`src/rtl/fd_pkg.sv`:
```
// Shared types and field-layout helpers for the fetch/decode front end.
// Bit offsets depend on the register index width, so they are exposed as functions of it.
package fd_pkg;

  typedef enum logic [1:0] {
    FETCH = 2'd0,
    ISSUE = 2'd1,
    HALT  = 2'd2
  } fd_state_e;

  localparam int NUM_FLAGS = 8;
  localparam int FLAG_LSB  = 0;
  localparam int DEST_LSB  = 8;

  function automatic int src1_lsb(input int reg_aw);
    return DEST_LSB + reg_aw;
  endfunction

  function automatic int src2_lsb(input int reg_aw);
    return DEST_LSB + 2 * reg_aw;
  endfunction

  function automatic int br_bit(input int reg_aw);
    return DEST_LSB + 3 * reg_aw;
  endfunction

  function automatic int halt_bit(input int reg_aw);
    return DEST_LSB + 3 * reg_aw + 1;
  endfunction

  function automatic int min_instr_w(input int reg_aw);
    return 10 + 3 * reg_aw;
  endfunction

  // Replicates bit w-1 of v into every bit above it.
  function automatic logic [63:0] sign_ext(input logic [63:0] v, input int w);
    logic [63:0] hi;
    hi = {64{1'b1}} << w;
    return (((v >> (w - 1)) & 64'd1) != 64'd0) ? (v | hi) : (v & ~hi);
  endfunction

endpackage

```
`src/rtl/fd_decoder.sv`:
```
// Purely combinational split of an instruction word into control flags,
// register indices and the branch/halt sequencing bits.
module fd_decoder
  import fd_pkg::*;
#(
  parameter int INSTR_W = 32,
  parameter int REG_AW  = 5
) (
  input  logic [INSTR_W-1:0]   instr_i,
  output logic [NUM_FLAGS-1:0] flags_o,
  output logic [REG_AW-1:0]    dest_o,
  output logic [REG_AW-1:0]    src1_o,
  output logic [REG_AW-1:0]    src2_o,
  output logic                 branch_o,
  output logic                 halt_o
);

  localparam int SRC1_LSB = src1_lsb(REG_AW);
  localparam int SRC2_LSB = src2_lsb(REG_AW);
  localparam int BR_BIT   = br_bit(REG_AW);
  localparam int HALT_BIT = halt_bit(REG_AW);

  assign flags_o  = instr_i[FLAG_LSB +: NUM_FLAGS];
  assign dest_o   = instr_i[DEST_LSB +: REG_AW];
  assign src1_o   = instr_i[SRC1_LSB +: REG_AW];
  assign src2_o   = instr_i[SRC2_LSB +: REG_AW];
  assign branch_o = instr_i[BR_BIT];
  assign halt_o   = instr_i[HALT_BIT];

  // Bits above the halt bit carry no meaning for this datapath.
  if (INSTR_W > HALT_BIT + 1) begin : g_spare
    logic unused_hi;
    assign unused_hi = ^instr_i[INSTR_W-1:HALT_BIT+1];
  end

endmodule

```
`src/rtl/fetch_decode_unit.sv`:
```
// Instruction-sequencing front end: owns the PC, fetches over a req/ready
// handshake, issues decoded control for one accepted cycle, supports sticky halt.
module fetch_decode_unit
  import fd_pkg::*;
#(
  parameter int              PC_W     = 32,
  parameter int              INSTR_W  = 32,
  parameter int              REG_AW   = 5,
  parameter int              TGT_W    = 5,
  parameter logic [PC_W-1:0] RESET_PC = '0
) (
  input  logic                     clk,
  input  logic                     rst_n,
  output logic [PC_W-1:0]          imem_addr,
  output logic                     imem_req,
  input  logic                     imem_ready,
  input  logic [INSTR_W-1:0]       imem_rdata,
  input  logic signed [TGT_W-1:0]  target,
  input  logic                     stall,
  output logic                     ctrl_valid,
  output logic                     alu_sum,
  output logic                     wb,
  output logic                     mem_wb,
  output logic                     imm_wb,
  output logic                     eq_in,
  output logic                     lt_in,
  output logic                     reset_st,
  output logic                     set_st,
  output logic [REG_AW-1:0]        dest,
  output logic [REG_AW-1:0]        source1,
  output logic [REG_AW-1:0]        source2,
  output logic                     halted,
  output logic [31:0]              retired
);

  if (INSTR_W < min_instr_w(REG_AW)) begin : g_instr_w_check
    $error("fetch_decode_unit: INSTR_W must be at least 10+3*REG_AW");
  end

  fd_state_e              state_q;
  logic [PC_W-1:0]        pc_q, pc_d;
  logic [31:0]            retired_q, retired_d;
  logic                   req_q;
  logic                   cv_q;
  logic                   halted_q;
  logic [NUM_FLAGS-1:0]   flags_q;
  logic [REG_AW-1:0]      dest_q, src1_q, src2_q;
  logic                   br_q, halt_q;

  logic [NUM_FLAGS-1:0]   dec_flags;
  logic [REG_AW-1:0]      dec_dest, dec_src1, dec_src2;
  logic                   dec_br, dec_halt;

  fd_decoder #(
    .INSTR_W (INSTR_W),
    .REG_AW  (REG_AW)
  ) u_dec (
    .instr_i  (imem_rdata),
    .flags_o  (dec_flags),
    .dest_o   (dec_dest),
    .src1_o   (dec_src1),
    .src2_o   (dec_src2),
    .branch_o (dec_br),
    .halt_o   (dec_halt)
  );

  // PC arithmetic wraps modulo 2^PC_W; a zero offset is a legal self-loop.
  always_comb begin
    pc_d = pc_q + PC_W'(1);
    if (br_q) begin
      pc_d = pc_q + PC_W'(sign_ext(64'($unsigned(target)), TGT_W));
    end
  end

  assign retired_d = (retired_q == 32'hFFFF_FFFF) ? retired_q : retired_q + 32'd1;

  // The instruction is held in decoded form; clearing it outside ISSUE keeps
  // the control outputs at zero without extra gating.
  always_ff @(posedge clk or negedge rst_n) begin
    if (!rst_n) begin
      state_q   <= FETCH;
      pc_q      <= RESET_PC;
      retired_q <= '0;
      req_q     <= 1'b0;
      cv_q      <= 1'b0;
      halted_q  <= 1'b0;
      flags_q   <= '0;
      dest_q    <= '0;
      src1_q    <= '0;
      src2_q    <= '0;
      br_q      <= 1'b0;
      halt_q    <= 1'b0;
    end else begin
      case (state_q)
        FETCH: begin
          req_q <= 1'b1;
          if (req_q && imem_ready) begin
            state_q <= ISSUE;
            req_q   <= 1'b0;
            cv_q    <= 1'b1;
            flags_q <= dec_flags;
            dest_q  <= dec_dest;
            src1_q  <= dec_src1;
            src2_q  <= dec_src2;
            br_q    <= dec_br;
            halt_q  <= dec_halt;
          end
        end
        ISSUE: begin
          if (!stall) begin
            retired_q <= retired_d;
            pc_q      <= pc_d;
            cv_q      <= 1'b0;
            flags_q   <= '0;
            dest_q    <= '0;
            src1_q    <= '0;
            src2_q    <= '0;
            br_q      <= 1'b0;
            halt_q    <= 1'b0;
            if (halt_q) begin
              state_q  <= HALT;
              halted_q <= 1'b1;
            end else begin
              state_q <= FETCH;
              req_q   <= 1'b1;
            end
          end
        end
        HALT: begin
          state_q <= HALT;
        end
        default: begin
          state_q <= FETCH;
          req_q   <= 1'b0;
          cv_q    <= 1'b0;
        end
      endcase
    end
  end

  assign imem_addr  = pc_q;
  assign imem_req   = req_q;
  assign ctrl_valid = cv_q;
  assign halted     = halted_q;
  assign retired    = retired_q;
  assign alu_sum    = flags_q[0];
  assign wb         = flags_q[1];
  assign mem_wb     = flags_q[2];
  assign imm_wb     = flags_q[3];
  assign eq_in      = flags_q[4];
  assign lt_in      = flags_q[5];
  assign reset_st   = flags_q[6];
  assign set_st     = flags_q[7];
  assign dest       = dest_q;
  assign source1    = src1_q;
  assign source2    = src2_q;

endmodule

```
`config.mk`:
```
export PLATFORM = sky130hd
export DESIGN_NAME = fetch_decode_unit
export DESIGN_NICKNAME = d
export VERILOG_FILES = /design/src/rtl/fd_pkg.sv /design/src/rtl/fd_decoder.sv /design/src/rtl/fetch_decode_unit.sv
export SDC_FILE = /design/constraint.sdc
export NUM_CORES = 1
export LEC_CHECK = 0
export CORE_UTILIZATION = 51
export CTS_CLUSTER_DIAMETER = 150
export DETAILED_ROUTE_END_ITERATION = 10
export GPL_TIMING_DRIVEN = 0
export HOLD_SLACK_MARGIN = 0.08
export PLACE_DENSITY = 0.93
export REMOVE_ABC_BUFFERS = 1
export SLEW_MARGIN = 10
export SYNTH_ARGS = -nofsm -noshare
export SYNTH_HDL_FRONTEND = slang
export SYNTH_SLANG_ARGS = --single-unit
```
`constraint.sdc`:
```
create_clock -name clk -period 4.05 [get_ports clk]
set_input_delay 0.81 -clock clk [delete_from_list [all_inputs] [get_ports clk]]
set_output_delay 0.81 -clock clk [all_outputs]
set_load 0.1 [all_outputs]
```
== Yosys cells after proc, flatten, opt, wreduce, memory -nomap -nowiden ==
Cells that the tools add are included.

* Add/subtract/negate cells: 3
* Equal/unequal tests: 6
* Mux-type cells: 27
* Bitwise gates (word level): 3
* Reduce and logical (&&, ||, !) cells: 10

{| class="wikitable"
|+ Operators by type and width
! kind !! number
|-
| 32-bit by 1-bit adder with 32-bit output, second input constant || 2
|-
| 32-bit 2-to-1 mux || 2
|-
| 32-bit adder || 1
|-
| 32-bit == test, second input constant || 1
|-
| 5-bit one-hot mux with 2 select lines || 3
|-
| 5-bit 2-to-1 mux || 4
|-
| 8-bit 2-to-1 mux || 2
|-
| 8-bit one-hot mux with 2 select lines || 1
|-
| 3-bit AND reduction || 5
|-
| 1-bit 2-to-1 mux || 7
|-
| 2-bit 2-to-1 mux || 3
|-
| 2-bit != test, second input constant || 3
|-
| 1-bit one-hot mux with 3 select lines || 2
|-
| 2-bit one-hot mux with 3 select lines || 1
|-
| 1-bit one-hot mux with 2 select lines || 2
|-
| 2-bit AND reduction || 2
|-
| 1-bit inverter || 3
|-
| 2-bit by 1-bit == test with 1-bit output, second input constant || 1
|-
| 2-bit == test, second input constant || 1
|-
| 2-bit logical NOT || 1
|-
| 2-bit nonzero test || 1
|-
| 1-bit logical AND || 1
|}

* Bits in registers: 94
* Input bits: 41
* Output and inout bits: 90
* Word-level logic and storage cells: 61

== Logic depth before layout (Yosys ltp) ==
Gate-level depths: netlist of run 1.

* Depth after elaboration: 3
* Gate-level depth with buffers: 10
* Gate-level depth less buffers: 9

== Modules after synthesis ==
From an unflattened synthesis of run 1, not the netlist that was laid out.

* Cell total of the unflattened synthesis: 620
* Area total of the unflattened synthesis: 5572.8 um^2

{| class="wikitable"
|+ By module, submodules not included
! module !! times used !! cells an instance !! area an instance (um^2) !! sequential area each (um^2)
|-
| fetch_decode_unit || 1 || 595 || 5385.2 || 2352.3
|-
| fd_decoder || 1 || 25 || 187.7 || 0.0
|}

== Worst setup path after synthesis of run 1 ==
No wires, ideal clock.

* Path type: reg-to-reg
* Start: register pc_q[0] (netlist: imem_addr[0])
* End: register pc_q[30] (netlist: imem_addr[30])
* Data arrival time: 3062 ps
* Required time: 3891 ps
* Path slack: 829 ps
* Stages on the path, launching flop included: 9
* Path through: dfrtp_1 > ha_1 > fa_1 > a21o_1 > a21oi_1 > o21ai_0 > a22o_1 > a32oi_1 > xnor2_1

* Word-level cells in the longest chain between the ends: 2

{| class="wikitable"
|+ Ends and longest elaborated chain
! element !! line !! RTL
|-
| from (decl) || fetch_decode_unit.sv:41 || <nowiki>logic [PC_W-1:0] pc_q, pc_d;</nowiki>
|-
| from (signal assigned) || fetch_decode_unit.sv:112 || <nowiki>pc_q <= pc_d;</nowiki>
|-
| 32-bit by 1-bit adder with 32-bit output or 32-bit adder (tied branches) || fetch_decode_unit.sv:69, fetch_decode_unit.sv:71 ||
|-
| 32-bit 2-to-1 mux * || fetch_decode_unit.sv:70 || <nowiki>if (br_q) begin</nowiki>
|}

Every way passes the cells marked *; elsewhere a longest branch is shown, timed or not.
A chain may end at the register's enable or synchronous reset.

== Worst setup path in the final report of run 1 ==
* Start: input port target[0]
* End: register pc_q[30] (netlist: imem_addr[30])

* Word-level cells in the longest chain between the ends: 3

{| class="wikitable"
|+ Ends and longest elaborated chain
! element !! line !! RTL
|-
| from (decl) || fetch_decode_unit.sv:18 || <nowiki>input logic signed [TGT_W-1:0] target,</nowiki>
|-
| 32-bit 2-to-1 mux || fd_pkg.sv:39 || <nowiki>return (((v >> (w - 1)) & 64'd1) != 64'd0) ? (v | hi) : (v & ~hi);</nowiki>
|-
| 32-bit adder || fetch_decode_unit.sv:71 || <nowiki>pc_d = pc_q + PC_W'(sign_ext(64'($unsigned(target)), TGT_W));</nowiki>
|-
| 32-bit 2-to-1 mux || fetch_decode_unit.sv:70 ||
|}

No other way between the ends.

==> results by group, run 1 <==
Clock tree
  – TritonCTS clock tree: yes
  – Clock-pin transition on the worst setup and hold timing paths: 90 ps
  – CTS Buffer Depth: 2
  – Hold Buf Count CTS: 0
  – CTS Buf Count: 9
  – Root Driver: clkbuf_8
  – Clock sinks: 94
  – Later-pin clock latency in the skew report: 390 ps
  – CTS HTree Levels: 3
  – Post_cts resized: 0
  – Setup bufs post-CTS: 0

Synth
  – Yosys reg bits: 94
  – Simple-Gate Fraction of Synth Area: 27.2%
  – Mapped Area: roughly 0.0057 mm2
  – Share of the synthesized area in the top cell type: between 40% and 50%
  – Most frequent cell after synthesis: nand2_1
  – Synth Flop Type: dfrtp_1
  – Ys async rst share: 100%
  – EDFF count, synth: 0
  – Yosys cell types: 73
  – Warnings from Yosys: 0
  – Synth top area cells: dfrtp_1, nand2_1, xnor2_1
  – Largest family of logic cells by synthesized area: simple AND/OR/NAND/NOR gates
  – Xor/xnor share of the synthesized area: 9.12%
  – Area leader, netlist: dfrtp_1
  – Most frequent cells after synthesis: nand2_1, dfrtp_1, xnor2_1
  – Post-synthesis adder-cell area fraction: 1.46%
  – Register area share after synthesis: 41.5%
  – Avg Inst Size Synth: 9.02 um2
  – Multiplexer share of the synthesized area: under 10%
  – Post-Syn Instances: 628
  – Post-synthesis compound-gate area fraction: 13.9%

Final layout
  – Antenna cells: 0
  – Area of the multi-input gates: 0.00304 mm2
  – Post-Layout Cell Count: 870
  – Design Area, Final: 0.00708 mm2
  – # fillers: 887
  – Area grow syn2layout: 25.0%
  – Fraction of layout cells with a size suffix above 1: 5.89%
  – Register area: 0.00235 mm2
  – Final core occ: 65.3%
  – Nets: 772

Timing
  – Setup TNS: 0 ps
  – Final Hold Fails: 0
  – Peak Freq: 262 MHz
  – Actual slew at the worst max-slew pin: 1020 ps
  – RSZ-0062 raised after global routing: false
  – Tcrit/Tclk final: 94.3%
  – Slew headroom: 31.8%
  – Fin. max-slew vios: 0
  – Period minus WS final: 3820 ps
  – Worst Slack Setup Final: 232 ps
  – Clock Skew: 14.2 ps
  – Final setup violation count: 0

Placed design
  – Placed insts: 854
  – RD Place Congestion: 0.940
  – DP Worst Slack: -52.4 ps
  – Area after DPL: 0.00688 mm2
  – DP Wirelength: about 11,000 um
  – Buffers on Ports: 123

Power and ir drop
  – Maximum VDD drop: 0.275 mV
  – Pint: 1.26 mW
  – NetSw: 0.386 mW
  – Reg power frac: 57.0%
  – PwrDens: approximately 230 mW/mm2
  – Clock Power Share: 39.7%
  – Pleak: 2.95 nW
  – Sw Ratio: 23.4%
  – Comb power frac: 3.4%

Global route
  – Grt total ovfl: 0
  – First-pass GRT wire length: between 20,000 and 25,000 um
  – GR Util All Layers: 27.1%
  – Largest net degree at the start of global routing: 67
  – Number of global-route vias before repair: 5,126
  – Initial antenna violation count: 0

Routing
  – Detailed Route Iter0 Violations: 472
  – Vias per cell: 6.13
  – DRC Markers: 0
  – Via count: 5,331
  – DRT Wirelength: 15,000 um
  – DRT Pass-1 Iters: 5
  – Antenna Nets Post-Route: 0
  – Routed WL per cell: around 17 um

Critical path
  – R2r endpoint: imem_addr[30]
  – FF-to-FF Start: br_q
  – R2R Setup Slk: roughly 460 ps
  – Setup crit end kind: register
  – FF-to-FF path depth: 9
  – WP data required: 4350 ps
  – Critical path peak fanout: 9
  – CP endpoint: imem_addr[30]
  – Worst EP arrival: 4120 ps
  – Critical path origin: target[0]
  – WS Path Type: in -> reg
  – Worst Setup Start Kind: primary input

Floorplanning
  – Rows: 38
  – Core footprint: between 0.01 and 0.015 mm2
  – Die W: 107 um
  – Die height: 107 um
  – Die area: 0.0115 mm2
  – Io pins: 131
  – Starting Density: a little over half

Outcome
  – Status: completed

Min path
  – HP Class: in -> async

Run
  – Max Cap Viol: 0
## worst max-delay path, cell delays in order
cell and delay (ps):
clkdlybuf4s50_1 400, nand2b_1 160, ha_1 250, fa_1 430, a21o_1 220, a21oi_1 750
o21ai_0 380, a22o_1 360, a32oi_1 220, xnor2_1 140
## worst min path at each step
| stage | slack (ps) | end | cells past startpoint |
|---|---|---|---|
| global placement | 450 | halted | 1 |
| global route | 360 | retired[17] | 1 |
| detailed placement | 470 | imem_addr[31] | 1 |
| finish | 340 | retired[15] | 1 |
| floorplan | 490 | halted | 2 |
| CTS | 340 | retired[17] | 1 |
## registers in the layout, summed over array words and instances (netlist names)
register    flops
br_q            1
ctrl_valid      1
dest            5
flags_q         8
halt_q          1
halted          1
imem_addr      32
imem_req        1
retired        32
source1         5
source2         5
state_q         2
## layout make-up
class                           count  share of cell area (%)
Clock inverter                      7                    1.10
Multi-Input combinational cell    486                    42.9
Inverter                            6                   0.318
Clock buffer                        9                    1.75
Sequential cell                    94                    33.2
Tap cell                          140                    2.47
Timing Repair Buffer              128                    18.2
## stage by stage
stage          hold slack (ps)  power [mW]
5_1_grt                    357        1.71
3_3_place_gp               453        1.01
2_1_floorplan              489       0.958
3_5_place_dp               470        1.01
6_report                   342        1.65
4_1_cts                    338        1.67
## routing by layer
metal  track usage [%]  vias up  wire (um)
li1                  -     2471          -
met1              35.5     2558       6380
met2              42.9      258       7050
met3              6.11       44       1100
met4              12.3        0        481
met5                 0        -          0
## placed cells by master (no fill, tap or decap), drive strengths merged, types with 7 or more instances in the layout
cell type	netlist	layout
nor4	14	14
clkbuf	24	9
nor2	37	37
nor3	21	21
nand4	33	33
and2	11	11
mux2i	9	9
and3	13	13
inv	6	9
nand3	26	26
xor2	21	21
dfrtp	94	94
o21ai	37	37
xnor2	38	38
clkdlybuf4s50	0	122
a31oi	7	7
nand2	98	98
a21oi	21	21
## logic make-up (layout without fill, tap and decap cells)
group,after synthesis,count (layout)
flops,94,94
fa+ha+maj,6,6
mux,10,10
xor+xnor,59,59
compound gates,115,115
buf+inv,48,150
simple gates,296,296
## power by group through the flow
stage,Clock [mW],Sequential (mW),Combinational (mW)
6_report,0.653,0.938,0.0556
5_1_grt,0.707,0.938,0.0620
4_1_cts,0.672,0.938,0.0572
3_5_place_dp,0,0.956,0.0569
3_3_place_gp,0,0.957,0.0524
2_1_floorplan,0,0.957,0.00119
Note: power is estimated with default switching activity, not from simulation.
==> run 2, diff against run 1 <==
MAX_ROUTING_LAYER = met4   (was not set)
==> run 2 against run 1 <==
Net effect:
- clock-buffer cell count grew 2
- register-to-register slack lost 30 ps
- die area is the same
- sequential share of layout area grew 0.088 points
- critical path depth is the same
- clock power shrank 6.3%
- worst hold slack lost 7.1 ps
- first-iteration DRC count shrank 3.0%
- worst setup slack lost 34 ps
- flip-flop and latch count is the same
- core utilization shrank 0.17 points
- critical path type unchanged
- critical endpoint unchanged
==> results by group, run 2 (same netlist as run 1, synthesis figures left out) <==
Outcome
  – Status: completed

Clock tree
  – Setup bufs post-CTS: 0
  – Later-pin clock latency in the skew report: 390 ps
  – CTS Buf Count: 9
  – Hold Buf Count CTS: 0
  – Root Driver: clkbuf_8
  – CTS HTree Levels: 3
  – Post_cts resized: 0
  – CTS Buffer Depth: 2
  – Clock-pin transition on the worst setup and hold timing paths: 90 ps
  – TritonCTS clock tree: yes
  – Clock sinks: 94

Final layout
  – Most frequent cells in the layout: clkdlybuf4s50_1, nand2_1, dfrtp_1
  – Fraction of layout cells with a size suffix above 1: 5.75%
  – Commonest non-fill, non-tap cell in the layout: clkdlybuf4s50_1
  – Area grow syn2layout: 24.6%
  – Post-Layout Cell Count: 870
  – Antenna cells: 0
  – Nets: 772
  – Design Area, Final: 0.00706 mm2

Critical path
  – WS Path Type: in -> reg
  – R2R Setup Slk: 430 ps
  – R2r endpoint: imem_addr[30]
  – Critical path peak fanout: 9
  – FF-to-FF path depth: 9
  – FF-to-FF Start: br_q
  – Critical path origin: target[0]
  – Worst EP arrival: 4160 ps
  – Setup crit end kind: register
  – WP data required: 4360 ps
  – Worst Setup Start Kind: primary input

Run
  – Max Cap Viol: 0

Floorplanning
  – Die W: 107 um
  – Io pins: around 130
  – Die height: between 100 and 150 um
  – Rows: 38
  – Starting Density: 52.3%
  – Core footprint: 0.0108 mm2
  – Die area: 0.0115 mm2

Global route
  – GR Util All Layers: a little over a quarter
  – First-pass GRT wire length: 24,300 um
  – Largest net degree at the start of global routing: 67
  – Grt total ovfl: 0
  – Number of global-route vias before repair: between 5,000 and 6,000
  – Initial antenna violation count: 0

Timing
  – Slew headroom: 31.5%
  – Peak Freq: 260 MHz
  – Fin. max-slew vios: 0
  – Final setup violation count: 0
  – Period minus WS final: 3850 ps
  – WHS: 335 ps
  – Clock Skew: 13.9 ps
  – RSZ-0062 raised after global routing: false
  – Final Hold Fails: 0
  – Tcrit/Tclk final: 95.1%
  – Actual slew at the worst max-slew pin: 1020 ps
  – Setup TNS: 0 ps

Routing
  – DRC Markers: 0
  – Routed WL per cell: 17.0 um
  – Vias per cell: 6.08
  – Antenna Nets Post-Route: 0
  – Via count: 5,290
  – Detailed Route Iter0 Violations: 458
  – DRT Wirelength: 14,800 um
  – DRT Pass-1 Iters: 5

Placed design
  – Buffers on Ports: between 100 and 150
  – RD Place Congestion: 0.917
  – Area after DPL: 0.00688 mm2
  – DP Wirelength: 10,500 um
  – Placed insts: 854

Min path
  – HP Class: in -> async

Power and ir drop
  – Maximum VDD drop: 0.277 mV
  – Pleak: 2.94 nW
  – Final total power: 1.61 mW
  – PwrDens: approximately 230 mW/mm2
-- run 2: per-stage QoR --
step | worst slack, ps | util [%]
floorplan | 183 | -
global placement | -1420 | 62.8
global route | 28.2 | 65.1
detailed placement | -109 | 63.4
CTS | 288 | 65.1
finish | 198 | 65.1
-- run 2: layout make-up --
class	instances	area, um2
inverters	6	22.5
clock buffers	11	141
repair buffers	128	1290
multi-input cells	486	3040
fillers	876	3780
clock inverters	5	41.3
well taps	140	175
flip-flops and latches	94	2350
-- run 2: worst max path at each step --
stage | end | cells past startpoint | slack, ps
after floorplan | br_q | 3 | 180
after global placement | imem_addr[25] | 6 | -1420
after detailed placement | imem_addr[30] | 10 | -110
after CTS | imem_addr[30] | 10 | 290
after global routing | imem_addr[30] | 10 | 30
final | imem_addr[30] | 10 | 200
-- run 2: worst max-delay path: stages --
cell and delay (ps):
clkdlybuf4s50_1 400, nand2b_1 160, ha_1 250, fa_1 420, a21o_1 230, a21oi_1 740
o21ai_0 400, a22o_1 370, a32oi_1 230, xnor2_1 140
-- run 2: layer usage --
metal	track usage, %	up-vias	part of all wire, %
li1	-	2469	-
met1	34.9	2552	44
met2	42.9	238	48
met5	-	-	0
met3	5.81	31	6.4
met4	9.30	0	2.1
-- run 2: report_power, final --
| part | internal (mW) | leakage, nW | switching [mW] | total (mW) |
|---|---|---|---|---|
| Clock | 0.248 | 0.0922 | 0.364 | 0.612 |
| Sequential | 0.938 | 1.29 | 0 | 0.938 |
| Combinational | 0.0310 | 1.56 | 0.0247 | 0.0557 |
